$ cat src/rtl/cpu_types_pkg.sv
// Shared CPU datapath types: word_t, the fetch FSM state encoding and the
// small PC arithmetic helpers used by the fetch unit.
package cpu_types_pkg;

  localparam int WORD_W = 32;

  typedef logic [WORD_W-1:0] word_t;

  typedef enum logic [1:0] {
    FETCH  = 2'd0,
    ISSUE  = 2'd1,
    HALTED = 2'd2
  } fetch_state_t;

  // Sequential successor; wraps naturally at the top of the address space.
  function automatic word_t pc_plus4(input word_t p);
    return p + word_t'(4);
  endfunction

  function automatic word_t word_align(input word_t a);
    return {a[WORD_W-1:2], 2'b00};
  endfunction

endpackage

$ cat src/rtl/fetch_unit_if.sv
// Fetch unit bundle: instruction memory handshake, control-unit feedback and
// fetch status. Modport fu is the fetch unit side, tb the environment side.
interface fetch_unit_if;
  import cpu_types_pkg::*;

  logic  ihit;
  word_t imem_rdata;
  logic  iREN;
  word_t imemaddr;
  logic  stall;
  logic  redirect_en;
  word_t redirect_addr;
  logic  halt_in;
  word_t imemload;
  logic  ivalid;
  word_t pc;
  word_t npc;
  logic  halted;
  logic  misalign;

  modport fu (
    input  ihit, imem_rdata, stall, redirect_en, redirect_addr, halt_in,
    output iREN, imemaddr, imemload, ivalid, pc, npc, halted, misalign
  );

  modport tb (
    output ihit, imem_rdata, stall, redirect_en, redirect_addr, halt_in,
    input  iREN, imemaddr, imemload, ivalid, pc, npc, halted, misalign
  );

endinterface

$ cat src/rtl/fetch_unit.sv
// Single-issue instruction fetch FSM (FETCH -> ISSUE -> FETCH, or HALTED).
// Optional macro FETCH_MISALIGN_HALT_EN: misaligned redirect halts and sets misalign.
module fetch_unit
  import cpu_types_pkg::*;
#(
  parameter word_t PC_RESET = 32'h0000_0000
) (
  input  logic    CLK,
  input  logic    RST,
  fetch_unit_if.fu bus
);

  fetch_state_t state_p0, state_nxt;
  word_t        pc_p0, pc_nxt;
  word_t        iload_p0, iload_nxt;

`ifdef FETCH_MISALIGN_HALT_EN
  logic         misalign_p0;
  logic         mis_set;
`endif

  // State register: async reset drops any outstanding request.
  always_ff @(posedge CLK or posedge RST) begin
    if (RST) begin
      state_p0 <= FETCH;
      pc_p0    <= PC_RESET;
      iload_p0 <= '0;
    end else begin
      state_p0 <= state_nxt;
      pc_p0    <= pc_nxt;
      iload_p0 <= iload_nxt;
    end
  end

`ifdef FETCH_MISALIGN_HALT_EN
  always_ff @(posedge CLK or posedge RST) begin
    if (RST) begin
      misalign_p0 <= 1'b0;
    end else if (mis_set) begin
      misalign_p0 <= 1'b1;
    end
  end
`endif

  // Next-state: redirect/halt only matter on the retiring ISSUE cycle.
  always_comb begin
    state_nxt = state_p0;
    pc_nxt    = pc_p0;
    iload_nxt = iload_p0;
`ifdef FETCH_MISALIGN_HALT_EN
    mis_set   = 1'b0;
`endif
    case (state_p0)
      FETCH: begin
        if (bus.ihit) begin
          iload_nxt = bus.imem_rdata;
          state_nxt = ISSUE;
        end
      end
      ISSUE: begin
        if (!bus.stall) begin
          if (bus.halt_in) begin
            state_nxt = HALTED;
          end else if (bus.redirect_en) begin
`ifdef FETCH_MISALIGN_HALT_EN
            if (bus.redirect_addr[1:0] != 2'b00) begin
              mis_set   = 1'b1;
              state_nxt = HALTED;
            end else begin
              pc_nxt    = bus.redirect_addr;
              state_nxt = FETCH;
            end
`else
            pc_nxt    = word_align(bus.redirect_addr);
            state_nxt = FETCH;
`endif
          end else begin
            pc_nxt    = pc_plus4(pc_p0);
            state_nxt = FETCH;
          end
        end
      end
      HALTED: begin
        state_nxt = HALTED;
      end
      default: begin
        state_nxt = FETCH;
      end
    endcase
  end

  assign bus.iREN     = (state_p0 == FETCH);
  assign bus.ivalid   = (state_p0 == ISSUE);
  assign bus.halted   = (state_p0 == HALTED);
  assign bus.imemaddr = pc_p0;
  assign bus.pc       = pc_p0;
  assign bus.npc      = pc_plus4(pc_p0);
  assign bus.imemload = iload_p0;

`ifdef FETCH_MISALIGN_HALT_EN
  assign bus.misalign = misalign_p0;
`else
  assign bus.misalign = 1'b0;
`endif

endmodule
$ cat src/flat_wrapper.sv
// flat-port wrapper written by rule: the top's interface ports become plain ports
module fetch_unit_flat import cpu_types_pkg::*;
#(
  parameter word_t PC_RESET = 32'h0000_0000
)
  (CLK, RST, bus_ihit, bus_imem_rdata, bus_stall, bus_redirect_en, bus_redirect_addr, bus_halt_in, bus_iREN, bus_imemaddr, bus_imemload, bus_ivalid, bus_pc, bus_npc, bus_halted, bus_misalign);
  fetch_unit_if bus_i ();
  input  logic CLK;
  input  logic RST;
  input wire logic [$bits(bus_i.ihit)-1:0] bus_ihit;
  input wire logic [$bits(bus_i.imem_rdata)-1:0] bus_imem_rdata;
  input wire logic [$bits(bus_i.stall)-1:0] bus_stall;
  input wire logic [$bits(bus_i.redirect_en)-1:0] bus_redirect_en;
  input wire logic [$bits(bus_i.redirect_addr)-1:0] bus_redirect_addr;
  input wire logic [$bits(bus_i.halt_in)-1:0] bus_halt_in;
  output wire logic [$bits(bus_i.iREN)-1:0] bus_iREN;
  output wire logic [$bits(bus_i.imemaddr)-1:0] bus_imemaddr;
  output wire logic [$bits(bus_i.imemload)-1:0] bus_imemload;
  output wire logic [$bits(bus_i.ivalid)-1:0] bus_ivalid;
  output wire logic [$bits(bus_i.pc)-1:0] bus_pc;
  output wire logic [$bits(bus_i.npc)-1:0] bus_npc;
  output wire logic [$bits(bus_i.halted)-1:0] bus_halted;
  output wire logic [$bits(bus_i.misalign)-1:0] bus_misalign;
  assign bus_i.ihit = bus_ihit;
  assign bus_i.imem_rdata = bus_imem_rdata;
  assign bus_i.stall = bus_stall;
  assign bus_i.redirect_en = bus_redirect_en;
  assign bus_i.redirect_addr = bus_redirect_addr;
  assign bus_i.halt_in = bus_halt_in;
  assign bus_iREN = bus_i.iREN;
  assign bus_imemaddr = bus_i.imemaddr;
  assign bus_imemload = bus_i.imemload;
  assign bus_ivalid = bus_i.ivalid;
  assign bus_pc = bus_i.pc;
  assign bus_npc = bus_i.npc;
  assign bus_halted = bus_i.halted;
  assign bus_misalign = bus_i.misalign;
  fetch_unit #(.PC_RESET(PC_RESET)) u_core (.CLK(CLK), .RST(RST), .bus(bus_i));
endmodule
$ cat config.mk
export PLATFORM = sky130hd
export DESIGN_NAME = fetch_unit_flat
export DESIGN_NICKNAME = d
export VERILOG_FILES = /design/src/rtl/cpu_types_pkg.sv /design/src/rtl/fetch_unit_if.sv /design/src/rtl/fetch_unit.sv /design/src/flat_wrapper.sv
export SDC_FILE = /design/constraint.sdc
export NUM_CORES = 1
export LEC_CHECK = 0
export CAP_MARGIN = 20
export CORE_ASPECT_RATIO = 0.9
export CORE_MARGIN = 2
export CORE_UTILIZATION = 40
export DETAILED_ROUTE_END_ITERATION = 16
export PLACE_DENSITY = 0.81
export RECOVER_POWER = 50
export SLEW_MARGIN = 20
export SYNTH_ARGS = -nofsm -noshare
export SYNTH_HDL_FRONTEND = slang
export SYNTH_SLANG_ARGS = --single-unit
$ cat constraint.sdc
create_clock -name CLK -period 2.7 [get_ports CLK]
set_input_delay 0.54 -clock CLK [delete_from_list [all_inputs] [get_ports CLK]]
set_output_delay 0.54 -clock CLK [all_outputs]
set_load 0.02 [all_outputs]
==> impl_metrics.toml, run 1 <==
[synthesis]
synth_top_cells_by_count = "dfrtp_1, buf_4, mux2_2"
synth_area_leader_cell = "dfrtp_1"
yosysSeqAreaShare_pct = 40.5
synth_most_common_cell = "dfrtp_1"
synth_top_area_share_pct = 40.5
synth-main-ff-cell = "dfrtp_1"
yosysWarnings = 0
synth-edff-count = 0
syn_inst = 411
post_synth.cell_area_avg_um2 = 9.62
syn-cell-area_mm2 = 0.00395
yosys.cell_types.count = 54
ys_async_sr_fraction_pct = 100
synth-seq-cells = 64
synth_area_leaders = "dfrtp_1, mux2_2, buf_4"

[setup_path]
arrival_ns = 2.12
cp_max_fo = 5
end_kind = "output pin"
crit_type = "reg -> out"
crit_required_ns = 2.16
startpoint_type = "register"

[timing]
relSlewSlack_pct = 30.3
rsz0062_at_grt = "true"
worst-slew-pin-transition_ns = 1.04
max_freq_mhz = 375
finClkSkew_ns = 0.00714
setup_violations = 0
maxSlewViolCount = 0
post-route-period-util_pct = 98.6
period_minus_slack_ns = 2.66
hold_ws_ns = 0.504
finalHoldViolCount = 0

[global_route]
grt_pass1_vias = 3863
antenna_found_initial = 0
busiest_layer = "met2"
grt_max_degree = 44
use_met1_pct = 26.5
gr-total-overflow = 0
gr-usage-met3_pct = 5.81
grt_util_all_layers_pct = 22.0
grt_pass1_wl_um = 18800
met2_usage_pct = 39.0

[layout]
diodes = 0
fin_util_pct = 64.5
drive_above_1_share_pct = 22.4
fin_nets = 678
stdcell_area_mm2 = 0.00623
area_delta_synth_final_pct = 57.5
n_fill_cell = 822

[power]
p_total_uw = 6700
peakVddDrop_mv = 0.626
p_leak_uw = 0.00264
power.density_mw_per_mm2 = 1080

[clock_tree]
cts_tree = "yes"
cts_root_buf = "clkbuf_8"
cts_buffer_depth = 2
cts_buffers = 9
cts.sinks = 64
cts_hold_buf = 0
cts_max_level = 3
insertion_delay_ns = 0.34
clkTransAtPathRegs_ns = 0.07

[floorplanning]
die-width_um = 109
fp.dieH_um = 98.3
pin_count = 202
rows = 34
start_util_pct = 40.9
die_area_mm2 = 0.0107
core-area_mm2 = 0.00966

[placed_design]
place_congestion = 0.828
postPlaceCellArea_mm2 = 0.00607
io_buffers = 192
hpwlAfterDp_um = 8700

[drt]
drt-total-wl_um = 11900
remaining_drc_errors = 0
wire_per_inst_um = 16.1
ant_nets = 0
drt_iter0_drc = 147
avgViaCountPerCell = 5.26
first_pass_iters = 4
routed-via-count = 3881

[min_path]
hold_class = "reg -> reg"

[outcome]
run_status = "completed"

[flow_run]
cap_violations = 0
[critical path, cell delays in order (launching register included)]
cell and delay, ns:
dfrtp_1 0.39, nand3_2 0.11, or4_4 0.59, or3_4 0.40, xnor2_2 0.14, buf_4 0.15
[registers in the layout (all words and copies together), names as in the netlist]
signal	count
u_core.state_p0	2
u_core.bus.imemload	32
u_core.bus.imemaddr	30
[kinds of logic (layout without fill, tap and decap cells)]
family	after synthesis	after routing	share of synthesized area, %
mux	37	37	10.4
buf+inv	82	277	12.0
simple gates	127	127	18.0
flops	64	64	40.5
xor+xnor	27	27	5.98
fa+ha+maj	1	1	0.317
other cells	1	7	0.0949
compound gates	72	72	12.7
[cell usage in the layout (no fill, tap or decap), types with 7 or more instances in the layout]
cell type        instances
xor2_1                  10
mux2_2                  32
clkbuf_2                13
nor3_1                  14
buf_4                   49
inv_1                   15
nor2_1                  18
dfrtp_1                 64
a21oi_1                 15
dlygate4sd3_1           15
clkdlybuf4s50_1        152
nand4_1                  9
nand3_1                 17
conb_1                   7
xnor2_1                 16
o21ai_0                  9
a31oi_1                  8
clkbuf_8                10
nand2_1                 21
and3_1                  13
[cell type report]
| type | count | area, um2 | area share (%) |
|---|---|---|---|
| Timing Repair Buffer | 246 | 2240 | 36.0 |
| Multi-Input combinational cell | 271 | 1970 | 31.7 |
| Sequential cell | 64 | 1600 | 25.7 |
| Tap cell | 126 | 158 | 2.53 |
| Clock buffer | 11 | 141 | 2.27 |
| Clock inverter | 5 | 56.3 | 0.904 |
| Inverter | 15 | 56.3 | 0.904 |
[metrics by stage]
step                TNS [ns]  setup slack, ns  std cells
floorplan                  0           0.0121        417
global placement      -0.191          -0.0867        718
detailed placement    -0.315          -0.0979        718
CTS                   -0.201           -0.180        736
global route          -0.116          -0.0610        738
finish                     0           0.0368        738
[power by group]
part	total, uW	internal, uW	switching (uW)	leakage, uW
logic	4220	2040	2180	0.00181
registers	1650	1370	273	0.000723
clock network	834	450	383	0.0000993
[final timing paths]
kind | from | endpoint | slack, ns | depth (start not counted)
worst max-delay path | u_core.bus.imemaddr[2] | bus_npc[21] | 0.04 | 5
worst min-delay path | u_core.bus.imemload[28] | u_core.bus.imemload[28] | 0.50 | 1
worst max register to register | u_core.state_p0[1] | u_core.bus.imemaddr[27] | 0.47 | 4
worst min register to register | u_core.bus.imemload[28] | u_core.bus.imemload[28] | 0.50 | 1
max in group asynchronous | RST | u_core.bus.imemaddr[15] | 0.62 | 3
min in group asynchronous | RST | u_core.bus.imemload[31] | 0.79 | 2
[layer usage]
layer  vias to the layer above  part of all wire (%)
li1                       1829                     -
met1                      1865                    41
met2                       165                    51
met3                        22                   6.7
met4                         0                   1.7
met5                         -                     0
[repair_timing]
item / in CTS / in global routing
setup buffers: 2 / 2
gates resized for setup: 52 / 46
setup endpoints to repair: 23 / 21
pin swaps: 0 / 2
hold endpoints to repair: 0 / 0
Power figures use the tool's default switching activity.
==> run 2, diff against run 1 <==
--- a/config.mk
+++ b/config.mk
@@ -9,6 +9,7 @@
 export CORE_ASPECT_RATIO = 0.9
 export CORE_MARGIN = 2
 export CORE_UTILIZATION = 40
+export CTS_CLUSTER_DIAMETER = 30
 export DETAILED_ROUTE_END_ITERATION = 16
 export PLACE_DENSITY = 0.81
 export RECOVER_POWER = 50
==> results of run 2 <==
Same layout as run 1: the final DEF is identical, and so are final timing and power.
